$ cat src/rtl/iddmm_ctrl_mc.sv
// Sequencer for the word-serial interleaved Montgomery multiplier datapath.
// Round-robin task arbitration, i/j phase counters and skid-buffered result stream.
module iddmm_ctrl_mc #(
  parameter int K      = 256,
  parameter int N_MAX  = 16,
  parameter int NUM_CH = 4,
  parameter int IW     = $clog2(N_MAX),
  parameter int JW     = $clog2(N_MAX + 1),
  parameter int CW     = ($clog2(NUM_CH) > 0) ? $clog2(NUM_CH) : 1
) (
  input  logic                 clk,
  input  logic                 rst_n,
  input  logic [NUM_CH-1:0]    task_req,
  input  logic [NUM_CH*JW-1:0] task_nwords,
  output logic [NUM_CH-1:0]    task_end,
  output logic                 busy,
  input  logic                 abort,
  output logic                 fifo_flush,
  output logic [IW-1:0]        rd_addr_i,
  output logic [JW-1:0]        rd_addr_j,
  output logic [IW-1:0]        i_cnt,
  output logic [JW-1:0]        j_cnt,
  output logic                 loop_en,
  output logic                 q_en,
  input  logic                 cal_done,
  input  logic                 cal_sign,
  output logic                 fifo_rd_en,
  input  logic [K-1:0]         fifo_rd_data_a,
  input  logic [K-1:0]         fifo_rd_data_sub,
  output logic                 out_valid,
  input  logic                 out_ready,
  output logic [K-1:0]         out_data,
  output logic [CW-1:0]        out_ch,
  output logic                 out_last
);

  typedef enum logic [2:0] {
    S_IDLE,
    S_PRE,
    S_LOOP,
    S_WAIT,
    S_OUT
  } state_t;

  localparam int            CW1    = CW + 1;
  localparam logic [CW:0]   NCH    = CW1'(NUM_CH);
  localparam logic [CW-1:0] LASTCH = CW'(NUM_CH - 1);
  localparam logic [JW-1:0] TWO    = JW'(2);
  localparam logic [JW-1:0] NMAXW  = JW'(N_MAX);

  state_t        state_q, state_d;
  logic [IW-1:0] i_q, i_d;
  logic [JW-1:0] j_q, j_d;
  logic [JW-1:0] n_q, n_d;
  logic [CW-1:0] ch_q, ch_d;
  logic [CW-1:0] rr_q, rr_d;
  logic          sign_q, sign_d;
  logic [JW-1:0] pop_q, pop_d;
  logic [JW-1:0] beat_q, beat_d;
  logic          inflt_q, inflt_d;
  logic [1:0]    bcnt_q, bcnt_d;
  logic [K-1:0]  b0_q, b0_d;
  logic [K-1:0]  b1_q, b1_d;
  logic [IW-1:0] i_cnt_q;
  logic [JW-1:0] j_cnt_q;
  logic          loop_en_q, q_en_q;

  logic [JW-1:0] nw_arr [NUM_CH];
  logic          gnt_vld;
  logic [CW-1:0] gnt_ch;
  logic [CW:0]   idx_w;
  logic [JW-1:0] nw_raw, nw_clamp;
  logic          last_ij;
  logic          in_out, rd_en, vld, acc, last_w, done_w;
  logic [K-1:0]  push_w;
  logic [NUM_CH-1:0] te_w;

  for (genvar c = 0; c < NUM_CH; c++) begin : g_nw
    assign nw_arr[c] = task_nwords[c*JW +: JW];
  end

  // First requester at or after the round-robin pointer, wrapping.
  always_comb begin
    gnt_vld = 1'b0;
    gnt_ch  = '0;
    idx_w   = '0;
    for (int k = 0; k < NUM_CH; k++) begin
      idx_w = {1'b0, rr_q} + CW1'(k);
      if (idx_w >= NCH) idx_w = idx_w - NCH;
      if (!gnt_vld && task_req[idx_w[CW-1:0]]) begin
        gnt_vld = 1'b1;
        gnt_ch  = idx_w[CW-1:0];
      end
    end
  end

  always_comb begin
    nw_raw   = nw_arr[gnt_ch];
    nw_clamp = nw_raw;
    if (nw_raw < TWO)   nw_clamp = TWO;
    if (nw_raw > NMAXW) nw_clamp = NMAXW;
  end

  assign last_ij = (JW'(i_q) == n_q - JW'(1)) && (j_q == n_q);

  // Pop only while buffered plus in-flight words leave room in the skid buffer.
  assign in_out = (state_q == S_OUT) && !abort;
  assign rd_en  = in_out && (pop_q != n_q)
                  && ((bcnt_q + {1'b0, inflt_q}) < 2'd2);
  assign vld    = in_out && (bcnt_q != 2'd0);
  assign acc    = vld && out_ready;
  assign last_w = vld && (beat_q == n_q - JW'(1));
  assign done_w = acc && last_w;
  assign push_w = sign_q ? fifo_rd_data_sub : fifo_rd_data_a;

  always_comb begin
    te_w       = '0;
    te_w[ch_q] = done_w;
  end

  always_comb begin
    b0_d    = b0_q;
    b1_d    = b1_q;
    bcnt_d  = bcnt_q;
    inflt_d = rd_en;
    if (acc) begin
      b0_d   = b1_q;
      bcnt_d = bcnt_q - 2'd1;
    end
    if (inflt_q) begin
      if (bcnt_d == 2'd0) b0_d = push_w;
      else                b1_d = push_w;
      bcnt_d = bcnt_d + 2'd1;
    end
    if (abort && state_q != S_IDLE) begin
      bcnt_d  = 2'd0;
      inflt_d = 1'b0;
    end
  end

  always_comb begin
    state_d = state_q;
    i_d     = i_q;
    j_d     = j_q;
    n_d     = n_q;
    ch_d    = ch_q;
    rr_d    = rr_q;
    sign_d  = sign_q;
    pop_d   = pop_q;
    beat_d  = beat_q;
    unique case (state_q)
      S_IDLE: begin
        if (gnt_vld) begin
          state_d = S_PRE;
          ch_d    = gnt_ch;
          n_d     = nw_clamp;
          i_d     = '0;
          j_d     = '0;
          rr_d    = (gnt_ch == LASTCH) ? '0 : gnt_ch + CW'(1);
        end
      end
      S_PRE, S_LOOP: begin
        if (last_ij) begin
          state_d = (state_q == S_PRE) ? S_LOOP : S_WAIT;
          i_d     = '0;
          j_d     = '0;
        end else if (j_q == n_q) begin
          j_d = '0;
          i_d = i_q + IW'(1);
        end else begin
          j_d = j_q + JW'(1);
        end
      end
      S_WAIT: begin
        if (cal_done) begin
          state_d = S_OUT;
          sign_d  = cal_sign;
          pop_d   = '0;
          beat_d  = '0;
        end
      end
      S_OUT: begin
        pop_d  = pop_q + JW'(rd_en);
        beat_d = beat_q + JW'(acc);
        if (done_w) state_d = S_IDLE;
      end
      default: state_d = S_IDLE;
    endcase
    if (abort && state_q != S_IDLE) begin
      state_d = S_IDLE;
      i_d     = '0;
      j_d     = '0;
    end
  end

  always_ff @(posedge clk or negedge rst_n) begin
    if (!rst_n) begin
      state_q   <= S_IDLE;
      i_q       <= '0;
      j_q       <= '0;
      n_q       <= '0;
      ch_q      <= '0;
      rr_q      <= '0;
      sign_q    <= 1'b0;
      pop_q     <= '0;
      beat_q    <= '0;
      inflt_q   <= 1'b0;
      bcnt_q    <= 2'd0;
      b0_q      <= '0;
      b1_q      <= '0;
      i_cnt_q   <= '0;
      j_cnt_q   <= '0;
      loop_en_q <= 1'b0;
      q_en_q    <= 1'b0;
    end else begin
      state_q   <= state_d;
      i_q       <= i_d;
      j_q       <= j_d;
      n_q       <= n_d;
      ch_q      <= ch_d;
      rr_q      <= rr_d;
      sign_q    <= sign_d;
      pop_q     <= pop_d;
      beat_q    <= beat_d;
      inflt_q   <= inflt_d;
      bcnt_q    <= bcnt_d;
      b0_q      <= b0_d;
      b1_q      <= b1_d;
      i_cnt_q   <= i_q;
      j_cnt_q   <= j_q;
      loop_en_q <= (state_q == S_LOOP);
      q_en_q    <= (state_q == S_PRE);
    end
  end

  assign task_end   = te_w;
  assign busy       = (state_q != S_IDLE);
  assign fifo_flush = abort && (state_q != S_IDLE);
  assign rd_addr_i  = i_q;
  assign rd_addr_j  = j_q;
  assign i_cnt      = i_cnt_q;
  assign j_cnt      = j_cnt_q;
  assign loop_en    = loop_en_q;
  assign q_en       = q_en_q;
  assign fifo_rd_en = rd_en;
  assign out_valid  = vld;
  assign out_data   = b0_q;
  assign out_ch     = ch_q;
  assign out_last   = last_w;

endmodule
$ cat config.mk
export PLATFORM = sky130hd
export DESIGN_NAME = iddmm_ctrl_mc
export DESIGN_NICKNAME = d
export VERILOG_FILES = /design/src/rtl/iddmm_ctrl_mc.sv
export SDC_FILE = /design/constraint.sdc
export NUM_CORES = 1
export LEC_CHECK = 0
export ABC_AREA = 1
export CORE_AREA = 4 4 317 319
export DETAILED_ROUTE_END_ITERATION = 7
export DIE_AREA = 0 0 321 323
export SETUP_SLACK_MARGIN = 0.15
export SYNTH_ARGS = -nofsm -noshare
export SYNTH_HDL_FRONTEND = slang
export SYNTH_SLANG_ARGS = --single-unit
$ cat constraint.sdc
create_clock -name clk -period 8.15 [get_ports clk]
set_input_delay 0.815 -clock clk [delete_from_list [all_inputs] [get_ports clk]]
set_output_delay 0.815 -clock clk [all_outputs]
set_load 0.02 [all_outputs]
==> run summary, run 1 <==
The total area of sequential cells was 0.0140 mm2. In this run the top signal layer used is met5. The final-report max-slew violation count is 0. The initial antenna violation count was 16; the async set-or-reset flop fraction in the synthesized netlist was 1.00. Detailed routing placed a total of 7.45 mm of wire on met3. In the synthesized netlist, the number of instances is 3492. The area share of fa/ha/maj cells after synthesis works out to 0.00414.

For the buffers inserted during post-CTS setup optimization, the log shows 0. For the effective utilization at floorplan, the log shows 0.278. The worst setup path is captured at a primary output. The tools report the number of distinct library cells after synthesis as 45.

Startpoint-to-endpoint class of the critical path: reg2out. For this block, the routed nets add up to 97.2 mm of wire. The path class of the tightest hold or removal check is in2async.

From bottom edge to top edge, the die measures 323 um. The flow ran to the end, and the final reports show no timing, DRC or antenna violations. Overall power consumption after layout is estimated at 13.1 mW. Counting the buffers created by CTS gives 68.

Setup repair after global routing left no endpoint under its margin. The logs give 3 for the depth of the CTS H-tree and 3 for the largest buffer count on any clock path. The clock reaches the later pin of the worst-skew pair after 0.60 ns.

For the wire length on met2, the log shows 45.9 mm. Die boundary width: 321 um. In this run, the number of DRC markers left after iteration 0 of detailed routing was 1730. The run gives 219 as the pin count of the biggest net entering global routing. Clock-pin slew was measured on the worst setup and hold paths at 0.06 ns. A synthesized cell averages 7.78 um2. In this run the power density over the cells is 340 mW/mm2. Setup violations remaining at the end of the flow were counted as 0. The flip-flop cell with the highest count after synthesis is dfrtp_1. The endpoint arrival time on the critical path came out at 3.70 ns.

The portion of the clock cycle consumed by the worst path in the final layout works out to 0.554. The biggest area consumer among synthesized cells was dfrtp_1. The tools report the fmax as 221 MHz.

For the global-route usage over all layers, the log shows 0.179. The slew of the pin with the lowest slew margin came out at 1.17 ns. For the area enclosed by the die boundary, the log shows 0.104 mm2. In this run, synthesis inferred 0 flip-flops with an integrated enable. Setup clock skew after layout: 0.0261 ns.

The number of synthesized register bits is 558, and the sequential share of the synthesized area is 0.514. Of all nets on the critical path, the largest fanout is 62. The top cell type's share of synthesized area is 0.514, and the final weighted congestion in routability-driven placement is 0.824.

Summed over all cells, the static leakage comes to 16.7 nW. The complex-gate fraction of the synthesized area is 0.160, and the number of vias per cell is 4.65. The relative slew slack is 0.221, and the average wire length per cell after detail routing is 17.6 um. The number of clock sinks came out at 558.

The number of nets still failing antenna checks after routing came out at 0. The detailed router put a total of 40.3 mm of wire on met1. The run gives 67.6 mm as the HPWL after detailed placement.

The core region is 0.0978 mm2. In the final layout, the multi-input gates occupy 0.0112 mm2. The clock tree root buffer cell was clkbuf_16.

The number of max-cap violations is 0, and the area share of xor/xnor cells in the synthesized design is 0.00705. Simple-gate share of the synthesized area: 0.230. The share of cells above drive strength 1 came out at 0.0470. The routed layout has 25700 vias. After synthesis, the cell types taking the most area are dfrtp_1 (51%), nand2_1 (18%), o21ai_0 (10%). The area growth from synthesis to layout is 42.3%. Portion of netlist area occupied by mux cells: 0.0112. TritonCTS built the clock tree.

The required time at the endpoint of the critical path was 7.34 ns. Counting the fill cells in the layout gives 9974. For this run, the number of Yosys warnings is 0. The tools report the number of core rows as 115. Synthesis produced a netlist with a net count of 4043. The total overflow left after global routing is 0. The count of buffers added on input and output ports is 828.

After the last flow step, the layout net total stands at 4732. Gates resized during post-CTS repair numbered 0. The tools report the iteration count of the initial detailed-routing pass as 5. In this run, post-CTS hold repair placed 0 buffers.

The final sum of negative setup slack was 0 ns. The tools report the count of endpoints failing hold in the final timing report as 0. After synthesis, the largest family of logic cells by area is simple AND/OR/NAND/NOR gates. Across the VDD grid, the largest voltage drop is 241 uV. For the top-level port count, the log shows 829. The first global-routing pass estimated 147 mm of wire.

The cell area that synthesis handed to floorplanning was 0.0272 mm2. The number of global-route vias before repair came out at 24900. The worst setup path is launched from a register. After layout, the minimum clock period comes to 4.52 ns. In the routed design, unresolved DRC markers number 0.
cell usage in the layout (no fill, tap or decap), types with 16 or more instances in the layout:
| cell | n |
|---|---|
| mux2_2 | 27 |
| o21ai_0 | 541 |
| a211oi_1 | 23 |
| nor2_1 | 157 |
| o21ai_1 | 50 |
| a32oi_1 | 21 |
| clkdlybuf4s50_1 | 827 |
| a21oi_1 | 25 |
| dfrtp_1 | 557 |
| clkbuf_16 | 70 |
| a31oi_1 | 130 |
| nor3_1 | 47 |
| inv_1 | 247 |
| nand3_1 | 70 |
| nand2_1 | 1270 |
| clkbuf_1 | 16 |
sequential cells by signal, summed over array words and instances, names as in the netlist:
signal and cells:
bcnt_q 2, rd_addr_j 5, out_ch 2, pop_q 5, beat_q 5, rr_q 2, q_en 1, b1_q 256
n_q 5, inflt_q 1, i_cnt 4, sign_q 1, j_cnt 5, rd_addr_i 4, loop_en 1, state_q 3
out_data 256
worst max-delay path, stage by stage, from the launching register on:
cell,delay [ns]
dfrtp_1,0.44
nor2_4,0.20
nand2_2,0.21
nor2_4,0.15
inv_2,0.07
nor2_4,0.09
inv_2,0.05
buf_4,0.38
nor2_1,0.19
and3b_1,0.23
nand2_1,0.18
nor3_1,0.23
clkdlybuf4s50_1,0.65
cell families after synthesis:
logic type,after synthesis
buf+inv,489
xor+xnor,21
compound gates,803
flops,558
mux,27
fa+ha+maj,9
simple gates,1585
Yosys cell counts (6+ instances only):
master	number
nand2_1	1271
dfrtp_1	558
o21ai_0	541
inv_1	248
clkbuf_1	181
nor2_1	158
a31oi_1	130
nand3_1	70
o21ai_1	50
nor3_1	47
mux2_2	27
a21oi_1	25
a211oi_1	23
a32oi_1	21
buf_2	20
buf_4	19
nand2_2	14
xor2_1	13
ha_1	9
buf_6	7
inv_2	7
xnor2_1	7
nand4_1	6
cell type report:
| cell class | count | area share |
|---|---|---|
| diodes | 11 | 0.000712 |
| clock buffers | 99 | 0.0515 |
| clock inverters | 21 | 0.00728 |
| inverters | 257 | 0.0255 |
| multi-input cells | 2445 | 0.290 |
| flip-flops and latches | 558 | 0.361 |
| well taps | 1287 | 0.0416 |
| repair buffers | 851 | 0.222 |
metal layers:
metal / GRT usage / vias to the layer above
met1: 0.220 / 12100
met2: 0.297 / 736
met4: 0.0692 / 8
met3: 0.0543 / 160
met5: 0 / -
li1: - / 12700
report_power, final:
group | switching (mW) | internal [mW] | leakage, nW
Clock | 1.24 | 1.86 | 1.12
Combinational | 3.36 | 2.25 | 8.62
Sequential | 0.594 | 3.84 | 6.97
metrics by stage:
stage | hold slack (ns) | instances | cell area (um2) | setup slack [ns] | util
after floorplan | 0.449 | 3492 | 27200 | 4.96 | -
after global placement | 0.469 | 5398 | 36400 | 3.81 | 0.372
after detailed placement | 0.471 | 5398 | 36400 | 3.76 | 0.372
after CTS | 0.319 | 5518 | 38600 | 3.58 | 0.395
after global routing | 0.342 | 5527 | 38700 | 3.34 | 0.395
final | 0.293 | 5529 | 38700 | 3.63 | 0.395
worst paths after layout:
kind / from / cells after the start / endpoint / slack [ns]
max reg2reg: state_q[1] / 14 / out_data[178] / 4.20
min reg2reg: rd_addr_i[3] / 0 / i_cnt[3] / 0.48
min: rst_n / 1 / out_data[199] / 0.29
max: state_q[1] / 12 / task_end[0] / 3.63
max in group asynchronous: rst_n / 3 / out_data[1] / 5.89
min in group clk: rd_addr_i[3] / 0 / i_cnt[3] / 0.48
(Power assumes the default switching activity.)
==> run 2, diff against run 1 <==
==> constraint.sdc (replaced) <==
create_clock -name clk -period 4.71 [get_ports clk]
set_input_delay 0.471 -clock clk [delete_from_list [all_inputs] [get_ports clk]]
set_output_delay 0.471 -clock clk [all_outputs]
set_load 0.02 [all_outputs]
==> run 2 against run 1 <==
  * Core utilization is 0.21 points higher
  * Via count about the same
  * Power rose by 72%
  * Die area unchanged
  * Cell count grew 0.42%
  * Worst setup slack got worse by 2.7 ns
  * Largest power group unchanged
  * Highest routed layer unchanged
  * Critical endpoint unchanged
==> run summary, run 2 (synthesis gave the netlist of run 1 again) <==
The met3 track demand over resource was 0.0604 (+0.00613); the fmax was 263 MHz. The logs give 0.217 (-0.00370) for the met1 global-route usage and 0 (unchanged) for the final-report max-slew violation count. The number of global-route vias before repair came out at 24800 (-0.50%). The startpoint-to-endpoint class of the critical path was reg2out. The number of buffers inserted by port buffering was 828 (unchanged). The tools report the number of CTS-inserted buffers as 67 (-1.5%). Clock input transition at the sequential cells of the worst setup and hold paths: 0.06 ns (about the same). The switching power was 8.93 mW (+72%).

The logs give 0.62 ns (+0.02 ns) for the later-pin clock latency in the skew report and 446 uV (+85%) for the largest voltage drop on the vdd net. The largest buffer count on any clock path was 3 (unchanged); the initial antenna violation count was 15 (-1). The worst path in the final design needs a cycle of 3.80 ns, including I/O delays and setup. The iteration count of the initial detailed-routing pass was 5 (unchanged); the number of nets still failing antenna checks after routing was 0 (unchanged).

The run gives 0.304 (+0.00733) as the global-route track usage on met2. The average wire length per cell after detail routing is 17.7 um (+0.55%), and the aggregate global routing overflow is 0 (unchanged). The global-route usage over all layers came out at 0.181 (+0.00187). The run gives 1600 (-7.5%) as the first-iteration detailed-routing DRC count. The portion of the clock cycle consumed by the worst path in the final layout was 0.807; the leakage power summed over all cells was 16.8 nW (+0.70%).

For the number of gates given a new drive strength after cts, the log shows 0 (unchanged). The logs give 0 (unchanged) for the count of endpoints failing hold in the final timing report and 25700 (-0.035%) for the count of vias placed by the detailed router. The slew of the pin with the lowest slew margin works out to 1.03 ns (-0.137 ns).

TritonCTS built the clock tree. Most frequent standard cell in the layout excluding fill and tap cells: nand2_1. The final net count was 4753 (+0.44%). Final weighted congestion in routability-driven placement: 0.829 (+0.57%). The worst hold path startpoint is cal_sign. The critical path's largest stage delay came out at 0.64 ns (about the same). Hold-critical path endpoint: sign_q. In this run the critical register-to-register path is launched from state_q[1].

The die height works out to 323 um (unchanged). The final number of setup-violating endpoints came out at 0 (unchanged). The flow ran to the end, and the final reports show no timing, DRC or antenna violations. The number of core rows was 115 (unchanged); the relative slew slack was 0.312 (+0.0915).

The portion of total power attributed to sequential cells is 0.339 (about the same). The routed wire length was 98.1 mm (+0.97%); the count of buffering cells on the critical path with inverters included was 2 (-2). Endpoint arrival time on the critical path: 3.33 ns (-0.37 ns). The largest individual stage delay along the critical path comes from the cell clkdlybuf4s50_1.

Biggest fanout along the worst timing path: 7 (-89%). The tools report the depth of the CTS H-tree as 3 (unchanged). The number of vias per cell works out to 4.63 (-0.45%). Setup repair after global routing left no endpoint under its margin. The total internal power is 13.7 mW (+72%). The ratio of total power to cell area came out at 582 mW/mm2 (+71%).

The signal on the critical path passes through inv_1 -> ha_1 -> nand2_1 -> o21ai_0 -> a211oi_1 -> nand3_1 -> nor2_1 -> and3b_1 -> nand2_1 -> nor3_1 -> clkdlybuf4s50_1. The hold buffer count at cts was 1 (+1). The family of cells with the greatest summed delay on the critical path is simple AND/OR/NAND/NOR gates. The tools report the setup clock skew after layout as 0.0223 ns (-0.00379 ns). The type of the worst min-delay path was in2reg.

The run gives 0 (unchanged) as the total DRC errors in the routed layout. Number of clock sinks: 558 (unchanged). The worst hold path was traced through 3 stages.

The tools report the top-level port count as 829 (unchanged). The tools report the endpoint of the lowest-slack register-to-register path as out_data[134]. The clock power share was 0.232 (-0.004).

The post-synthesis to final-layout area growth came out at 43.1%. The final sum of negative setup slack was 0 ns (unchanged); the effective utilization at floorplan was 0.278 (unchanged). The type of element capturing the critical path is a primary output. The most heavily used metal layer in global routing was met2.

The first-pass GRT wire length was 147 mm (+0.13%); the required time at the endpoint of the critical path was 4.24 ns (-3.10 ns). The switching part of the total was 0.395 (about the same); the part of the total power dissipated in combinational logic was 0.429 (+0.002). The run gives 0.397 (+0.00211) as the post-layout utilization of the core.

The placeable core area was 0.0978 mm2 (unchanged). HPWL after detailed placement: 69.9 mm (+3.4%). The worst slack on hold paths was 0.439 ns (+0.146 ns). For the setup slack of the worst register-to-register path, the log shows 1.41 ns (-2.79 ns).

The root buffer cell chosen for the clock tree is clkbuf_16. Launching element of the worst setup path: n_q[0]. By instance count, the cell type seen most on the critical path is nand2_1. The number of max-cap violations was 0 (unchanged). The worst reg-to-reg path cell count came out at 15 (+1).

The share of cells above drive strength 1 was 0.0520 (+0.00493); the buffers inserted during post-CTS setup optimization was 0 (unchanged). The run gives 187 (-15%) as the pin count of the biggest net entering global routing. The top cell types in the final layout, fill and taps aside, are nand2_1 (1270), clkdlybuf4s50_1 (827), dfrtp_1 (557). The tools report the critical path launch point type as a register. The area enclosed by the die boundary was 0.104 mm2 (unchanged); the die boundary width was 321 um (unchanged).
[run 2: metrics by stage]
step           cell area [um2]  setup slack, ns  cells  total power, mW
3_5_place_dp             36600             1.20   5419             17.5
4_1_cts                  38800            0.814   5540             22.9
2_1_floorplan            27200             1.66   3492             12.9
6_report                 38900            0.910   5552             22.6
3_3_place_gp             36600             1.24   5419             17.4
5_1_grt                  38900            0.601   5548             24.2
[run 2: per-layer routing]
layer	part of all wire	up-vias
li1	-	12700
met1	0.41	12100
met2	0.48	716
met3	0.085	151
met4	0.032	10
met5	0.00059	-
[run 2: worst max path at each step]
stage | end | slack (ns) | cells after the start
floorplan | out_data[255] | 1.66 | 19
global placement | out_data[80] | 1.24 | 15
detailed placement | out_data[80] | 1.20 | 15
CTS | task_end[0] | 0.81 | 11
global route | task_end[0] | 0.60 | 11
finish | task_end[0] | 0.91 | 11
[run 2: area by class of cell]
cell class	count	area (um2)
flip-flops and latches	558	14000
diodes	12	30.0
clock inverters	19	203
multi-input cells	2445	11200
fillers	9956	59000
well taps	1287	1610
repair buffers	873	8850
inverters	257	987
clock buffers	101	2010
[run 2: power groups by stage]
stage                     Combinational, mW  Sequential, mW  Clock, mW
after CTS                              9.83            7.68       5.43
after floorplan                        4.10            8.78          0
after detailed placement               9.80            7.72          0
final                                  9.70            7.66       5.25
after global placement                 9.72            7.70          0
after global routing                   10.7            7.90       5.60
[run 2: worst reg2reg max path, stage by stage, from the launching register on]
cell and delay (ns):
dfrtp_1 0.45, nor2_4 0.20, nand2_2 0.20, nor2_4 0.15, inv_2 0.06, nor2_4 0.09, inv_2 0.07, nor2_4 0.24
nand2_1 0.09, o21ai_1 0.12, ha_1 0.26, nand2_2 0.12, inv_8 0.39, buf_4 0.47, a211oi_1 0.12, a31oi_1 0.18
